### src/rtl/vga_text_pkg.sv
// Shared constants and state encoding for the crash-message text overlay.
package vga_text_pkg;

    localparam int FONT_ADDR_W = 11;
    localparam int FONT_ROW_W  = 8;
    localparam int PIX_LAT     = 3;
    localparam int RGB_W       = 12;

    typedef enum logic [1:0] {
        IDLE  = 2'd0,
        FLASH = 2'd1,
        HOLD  = 2'd2
    } blink_state_e;

endpackage

### src/rtl/text_blink_fsm.sv
// Crash-message sequencer: blinks the text for a number of frame-tick periods,
// then holds it on until the game is restarted.
module text_blink_fsm
    import vga_text_pkg::*;
#(
    parameter int BLINK_FRAMES = 30,
    parameter int FLASH_CYCLES = 3
) (
    input  logic clk,
    input  logic rst_n,
    input  logic frame_tick,
    input  logic crash_event,
    input  logic clear,
    output logic text_enable
);

    localparam int FC_W = (BLINK_FRAMES > 1) ? $clog2(BLINK_FRAMES) : 1;
    localparam int HC_W = $clog2(2 * FLASH_CYCLES + 1);
    localparam logic [FC_W-1:0] FRAME_LAST = FC_W'(BLINK_FRAMES - 1);
    localparam logic [HC_W-1:0] HALF_LAST  = HC_W'(2 * FLASH_CYCLES);

    blink_state_e    state_q, state_d;
    logic [FC_W-1:0] frame_cnt_q, frame_cnt_d;
    logic [HC_W-1:0] half_cnt_q, half_cnt_d;
    logic [HC_W-1:0] half_inc;
    logic            en_q, en_d;

    always_ff @(posedge clk or negedge rst_n) begin
        if (!rst_n) begin
            state_q     <= IDLE;
            frame_cnt_q <= '0;
            half_cnt_q  <= '0;
            en_q        <= 1'b0;
        end else begin
            state_q     <= state_d;
            frame_cnt_q <= frame_cnt_d;
            half_cnt_q  <= half_cnt_d;
            en_q        <= en_d;
        end
    end

    always_comb begin
        state_d     = state_q;
        frame_cnt_d = frame_cnt_q;
        half_cnt_d  = half_cnt_q;
        en_d        = en_q;
        half_inc    = half_cnt_q + 1'b1;
        // Restart wins over everything else arriving in the same cycle.
        if (clear) begin
            state_d     = IDLE;
            frame_cnt_d = '0;
            half_cnt_d  = '0;
            en_d        = 1'b0;
        end else begin
            case (state_q)
                IDLE: begin
                    if (crash_event) begin
                        state_d     = FLASH;
                        frame_cnt_d = '0;
                        half_cnt_d  = '0;
                        en_d        = 1'b1;
                    end
                end
                FLASH: begin
                    if (frame_tick) begin
                        if (frame_cnt_q == FRAME_LAST) begin
                            frame_cnt_d = '0;
                            half_cnt_d  = half_inc;
                            en_d        = ~en_q;
                            if (half_inc == HALF_LAST) begin
                                state_d = HOLD;
                                en_d    = 1'b1;
                            end
                        end else begin
                            frame_cnt_d = frame_cnt_q + 1'b1;
                        end
                    end
                end
                HOLD: begin
                end
                default: begin
                    state_d = IDLE;
                    en_d    = 1'b0;
                end
            endcase
        end
    end

    assign text_enable = en_q;

endmodule

### src/rtl/crash_text_render.sv
// Crash-overlay back end: three-stage font lookup pipeline producing a lit-text
// pixel and colour, plus the blink sequencer that gates the text generator.
module crash_text_render
    import vga_text_pkg::*;
#(
    parameter int               BLINK_FRAMES = 30,
    parameter int               FLASH_CYCLES = 3,
    parameter logic [RGB_W-1:0] TEXT_RGB     = 12'hF00
) (
    input  logic                   clk,
    input  logic                   rst_n,
    input  logic                   frame_tick,
    input  logic                   crash_event,
    input  logic                   clear,
    input  logic                   crash_on,
    input  logic [FONT_ADDR_W-1:0] rom_addr,
    input  logic [2:0]             bit_addr,
    output logic [FONT_ADDR_W-1:0] font_addr,
    input  logic [FONT_ROW_W-1:0]  font_data,
    output logic                   text_enable,
    output logic                   text_on,
    output logic [RGB_W-1:0]       text_rgb
);

    logic [FONT_ADDR_W-1:0] font_addr_q, font_addr_d;
    logic [2:0]             bit_d1_q, bit_d1_d;
    logic [2:0]             bit_d2_q, bit_d2_d;
    logic                   on_d1_q, on_d1_d;
    logic                   on_d2_q, on_d2_d;
    logic                   text_on_q, text_on_d;

    always_ff @(posedge clk or negedge rst_n) begin
        if (!rst_n) begin
            font_addr_q <= '0;
            bit_d1_q    <= '0;
            bit_d2_q    <= '0;
            on_d1_q     <= 1'b0;
            on_d2_q     <= 1'b0;
            text_on_q   <= 1'b0;
        end else begin
            font_addr_q <= font_addr_d;
            bit_d1_q    <= bit_d1_d;
            bit_d2_q    <= bit_d2_d;
            on_d1_q     <= on_d1_d;
            on_d2_q     <= on_d2_d;
            text_on_q   <= text_on_d;
        end
    end

    // Stage 2 only re-times the column and flag to line up with the ROM read.
    always_comb begin
        font_addr_d = rom_addr;
        bit_d1_d    = bit_addr;
        on_d1_d     = crash_on;
        bit_d2_d    = bit_d1_q;
        on_d2_d     = on_d1_q;
        text_on_d   = on_d2_q & font_data[3'd7 - bit_d2_q];
    end

    assign font_addr = font_addr_q;
    assign text_on   = text_on_q;
    assign text_rgb  = text_on_q ? TEXT_RGB : '0;

    text_blink_fsm #(
        .BLINK_FRAMES(BLINK_FRAMES),
        .FLASH_CYCLES(FLASH_CYCLES)
    ) u_fsm (
        .clk        (clk),
        .rst_n      (rst_n),
        .frame_tick (frame_tick),
        .crash_event(crash_event),
        .clear      (clear),
        .text_enable(text_enable)
    );

endmodule

### config.mk
export PLATFORM = sky130hd
export DESIGN_NAME = crash_text_render
export DESIGN_NICKNAME = d
export VERILOG_FILES = /design/src/rtl/vga_text_pkg.sv /design/src/rtl/text_blink_fsm.sv /design/src/rtl/crash_text_render.sv
export SDC_FILE = /design/constraint.sdc
export NUM_CORES = 1
export LEC_CHECK = 0
export ABC_AREA = 1
export CAP_MARGIN = 10
export CELL_PAD_IN_SITES_DETAIL_PLACEMENT = 0
export CELL_PAD_IN_SITES_GLOBAL_PLACEMENT = 1
export CORE_MARGIN = 2
export CORE_UTILIZATION = 34
export CTS_CLUSTER_SIZE = 20
export DETAILED_ROUTE_END_ITERATION = 10
export HOLD_SLACK_MARGIN = 0.02
export PLACE_DENSITY_LB_ADDON = 0.15
export SETUP_SLACK_MARGIN = 0.02
export SYNTH_ARGS = -nofsm -noshare
export SYNTH_HDL_FRONTEND = slang
export SYNTH_SLANG_ARGS = --single-unit
### constraint.sdc
create_clock -name clk -period 2.3 [get_ports clk]
set_input_delay 0.46 -clock clk [delete_from_list [all_inputs] [get_ports clk]]
set_output_delay 0.46 -clock clk [all_outputs]
set_load 0.005 [all_outputs]
Word level (Yosys, flattened, before mapping)

Cells that the tools add are included.

Register bits: 31
Bits in latches: 0
Memory bits (writable): 0
Bits in read-only memories: 0
Input bits: 28
Output and inout bits: 25
Word-level logic and storage cells: 56
Memories kept: 0

$add $sub $neg: 3
$mul: 0
Divide/modulo/power cells: 0
Magnitude comparators: 1
Equal/unequal tests: 9
Shifts and indexed selects: 0
Muxes and demuxes: 25
Bitwise logic cells: 2
Reductions and logical operators: 6

Operators by type and width:

| kind                                                                          | count |
|---|---|
| 5-bit 2-to-1 mux                                                              | 4 |
| 12-bit 2-to-1 mux                                                             | 1 |
| 3-bit 2-to-1 mux                                                              | 4 |
| 2-bit 2-to-1 mux                                                              | 5 |
| 5-bit case mux with 2 select lines                                            | 1 |
| 4-bit AND reduction                                                           | 2 |
| 1-bit 2-to-1 mux                                                              | 6 |
| 3-bit by 2-bit != test with 1-bit output (second input constant)              | 2 |
| 3-bit != test (second input constant)                                         | 2 |
| 2-bit case mux with 3 select lines                                            | 1 |
| 3-bit case mux with 2 select lines                                            | 1 |
| 5-bit by 1-bit adder with 5-bit output (second input constant)                | 1 |
| 5-bit == test (second input constant)                                         | 1 |
| 5-bit AND reduction                                                           | 1 |
| 3-bit by 4-bit less-than comparator with 1-bit output (second input constant) | 1 |
| 3-bit by 1-bit adder with 3-bit output (second input constant)                | 1 |
| 1-bit binary-select mux with 3-bit select                                     | 1 |
| 3-bit == test (second input constant)                                         | 1 |
| 1-bit case mux with 3 select lines                                            | 1 |
| 3-bit AND reduction                                                           | 1 |
| 3-bit nonzero test                                                            | 1 |
| 3-bit subtractor (first input constant)                                       | 1 |
| 2-bit by 1-bit == test with 1-bit output (second input constant)              | 1 |
| 2-bit == test (second input constant)                                         | 1 |
| 4 further kinds                                                               | 4 |

Depth between registers and ports, before layout

Word-level depth: 7
Gate-level depth with buffers: 9
Depth with buffers taken out: 9

Cells and area by module

A second synthesis with hierarchy kept.

Cells, all modules: 159
Area total of the unflattened synthesis: 1443.9 um^2

Modules (own cells, without submodules):

| module            | instances | cells an instance | area each (um^2) |
|---|---|---|---|
| text_blink_fsm    | 1         | 99                | 742.0 |
| crash_text_render | 1         | 60                | 701.9 |

Least setup slack after synthesis

No wires, ideal clock.

Path kind: reg2reg
From: register u_fsm.half_cnt_q[0]
To: register u_fsm.state_q[1]
Setup time: 118 ps
Arrival time: 1144 ps
Required time: 2182 ps
Slack: 1039 ps
Stages on the path, launching flop included: 7
Path buffers: 0
Cell sequence: dfrtp_1 ha_1 or2_2 nand3_1 nand2_1 nand3_1 nand2_1

Word-level cells in the longest chain between the ends: 4

Ends and longest elaborated chain:

| element                                            | RTL line             | source |
|---|---|---|
| from (decl)                                        | text_blink_fsm.sv:24 | `logic [HC_W-1:0] half_cnt_q, half_cnt_d;` |
| from (signal assigned)                             | text_blink_fsm.sv:37 | `half_cnt_q <= half_cnt_d;` |
| 3-bit by 1-bit adder with 3-bit output             | text_blink_fsm.sv:47 | `half_inc = half_cnt_q + 1'b1;` |
| 3-bit == test                                      | text_blink_fsm.sv:70 | `if (half_inc == HALF_LAST) begin` |
| 3-bit by 2-bit != test with 1-bit output (no line) | --                   |  |
| 5-bit AND reduction (no line)                      | --                   |  |
| to (signal assigned)                               | text_blink_fsm.sv:35 | `state_q <= state_d;` |
| to (decl)                                          | text_blink_fsm.sv:22 | `blink_state_e state_q, state_d;` |

Every way passes these cells.
A chain may end at the register's enable or synchronous reset.

Worst setup path after layout

From: register text_on_q, in the netlist text_on
To: output text_on

RTL lines:

| element                | RTL line                | source |
|---|---|---|
| from (decl)            | crash_text_render.sv:30 | `logic text_on_q, text_on_d;` |
| from (signal assigned) | crash_text_render.sv:46 | `text_on_q <= text_on_d;` |
| to (decl)              | crash_text_render.sv:21 | `output logic text_on,` |

No word-level cell between the ends.

==> results.cfg <==
[status]
status = complete, no violations

[power]
p_comb_frac = 0.256
leakage_uw = 0.000911
swShare = 0.299
p_seq_frac = 0.441
power_switching_uw = 448
power.density_nw_per_um2 = 772
irDropWorstVdd_mv = 0.330
p_int_uw = 1050
power.share.clock = 0.302

[clock_tree]
ctsResizeCount = 0
cts_max_level = 2
ctsHoldBuffers = 0
clock_latency_ps = 280
cts_setup_buffers = 0
cts_buffers = 5
clock_path_buffers = 2
cts_sinks = 31
cts_tree = built
clockRootBuffer = clkbuf_8
path_clk_slew_ps = 60

[finish]
drive_gt1_frac = 0.132
fin_area_sq_um = 1940
antenna_cells = 0
area_growth_pct = 39.1
nets = 228

[yosys]
ys_top_cells_by_count = dfrtp_1, nand2_1, nor2_1
netlist_area_sq_um = 1400
yosysWarnings = 0
ys_types = 20
synth.top_cell.area_share = 0.555
synth_top_cell_by_area = dfrtp_1
yosysMostFrequentCell = dfrtp_1
synth_area_leaders = dfrtp_1, nand2_1, buf_4
netlist_instances = 149
ys_seq_area_frac = 0.555
avgSynthCellArea_sq_um = 9.38
synth_edf_count = 0
synth_async_sr_flop_share = 1.00
synth_seq_cells = 31
synthFlopType = dfrtp_1

[global_route]
grt_pass1_wl_um = 4540
track_usage = 0.137
grt_pass1_vias = 1012
gr-total-overflow = 0
antenna_found_initial = 0
grt_max_degree = 32

[routing]
dr.pass1.iters = 4
finalWirelength_um = 2750
vias = 1061
wire_per_inst_um = 11.1
viasPerCell = 4.30
drc = 0
drt_iter0_drc = 45
ant_nets = 0

[timing]
finClkSkew_ps = 6.48
setup_violations = 0
rsz0062_at_grt = false
period_share = 0.726
tns_ps = 0
period_needed_ps = 1670
max_freq_mhz = 599
slew_viol_final = 0
hold_viol_final = 0

[floorplanning]
die_height_um = 68.1
ios = 53
rows = 23
coreArea_sq_um = 3970
initial_core_util = 0.352
dieArea_sq_um = 4640
die_w_um = 68.1

[setup_path]
worstPathArrival_ps = 1210
critPathSlowestCell = clkdlybuf4s50_1
path_buf_inv = 1
worst_setup_path_end_kind = primary output
worst-setup-path-type = reg2out
crit_chain = clkdlybuf4s50_1
max_stage_delay_ps = 530
crit_path_max_fanout = 5
cp_top_family = buffers and inverters
cp_data_required_time_ps = 1840
start_kind = register

[placement]
hpwl_um = 2190
place.gp.congestion = 0.785
portBuffers = 44
dpl_cell_area_sq_um = 1840

[min_path]
hold_class = reg2reg

[run]
maxCapViolations = 0
==> power groups by stage <==
| stage | sequential (uW) | combinational (uW) | clock (uW) |
|---|---|---|---|
| 2_1_floorplan | 663 | 248 | 0 |
| 3_3_place_gp | 671 | 385 | 0 |
| 3_5_place_dp | 671 | 387 | 0 |
| 4_1_cts | 661 | 389 | 478 |
| 5_1_grt | 669 | 436 | 497 |
| 6_report | 662 | 384 | 454 |
==> registers in the layout, summed over array words and instances, names as in the netlist <==
| signal | cells |
|---|---|
| font_addr | 11 |
| u_fsm.frame_cnt_q | 5 |
| bit_d1_q | 3 |
| bit_d2_q | 3 |
| u_fsm.half_cnt_q | 3 |
| u_fsm.state_q | 2 |
| on_d1_q | 1 |
| on_d2_q | 1 |
| text_on | 1 |
| u_fsm.text_enable | 1 |
==> logic make-up after synthesis <==
| group | after synthesis | synth area share |
|---|---|---|
| AOI/OAI and AO/OA | 10 | 0.0376 |
| xor gates and xnor gates | 1 | 0.00627 |
| adders and majority gates | 4 | 0.0358 |
| buffers and inverters | 28 | 0.107 |
| DFF | 31 | 0.555 |
| other | 1 | 0.00268 |
| and+or+nand+nor | 74 | 0.255 |
==> layout make-up <==
class                           instances  area (sq um)
Fill cell                             370          2030
Clock buffer                            8           100
Sequential cell                        31           776
Tap cell                               50          62.6
Inverter                               16          60.1
Multi-Input combinational cell         97           498
Timing Repair Buffer                   45           448
==> worst paths after layout <==
check / start / to / slack [ps] / cells after the start
min: bit_d1_q[2] / bit_d2_q[2] / 350 / 0
max: text_on / text_on / 630 / 1
min reg2reg: bit_d1_q[2] / bit_d2_q[2] / 350 / 0
min in group asynchronous: rst_n / u_fsm.frame_cnt_q[2] / 580 / 2
max in group asynchronous: rst_n / font_addr[5] / 1440 / 2
max reg2reg: u_fsm.half_cnt_q[0] / u_fsm.state_q[1] / 950 / 6
==> layout by cell type, fill, tap and decap left out <==
| cell type | instances |
|---|---|
| clkbuf_8 | 7 |
| nand3_1 | 13 |
| or2_2 | 1 |
| dfrtp_1 | 31 |
| o21ai_1 | 4 |
| clkdlybuf4s50_1 | 44 |
| xnor2_1 | 1 |
| o21ai_0 | 5 |
| nor2_1 | 16 |
| clkbuf_1 | 1 |
| nand3_4 | 1 |
| nor3_1 | 1 |
| inv_2 | 4 |
| nor2_2 | 5 |
| nand2_1 | 28 |
| inv_1 | 12 |
| nand4_1 | 2 |
| ha_1 | 4 |
| nor2_4 | 2 |
| conb_1 | 8 |
| buf_4 | 1 |
| o211ai_1 | 1 |
| nand2_2 | 5 |
==> routing by layer <==
layer  vias to the layer above  wire length, um  track usage
li1                        536                -            -
met1                       477             1180        0.153
met2                        44             1300        0.226
met3                         4              223       0.0559
met4                         0               51       0.0675
met5                         -                0            0
==> through the flow <==
step           utilization  total power (uW)  hold WS [ps]  setup WS [ps]  cells
2_1_floorplan            -               911           164           1040    156
3_3_place_gp         0.464              1060           335            530    239
3_5_place_dp         0.464              1060           335            492    239
4_1_cts              0.490              1530           349            598    247
5_1_grt              0.490              1600           365            553    247
6_report             0.490              1500           348            630    247
Note: power is estimated with default switching activity, not from simulation.
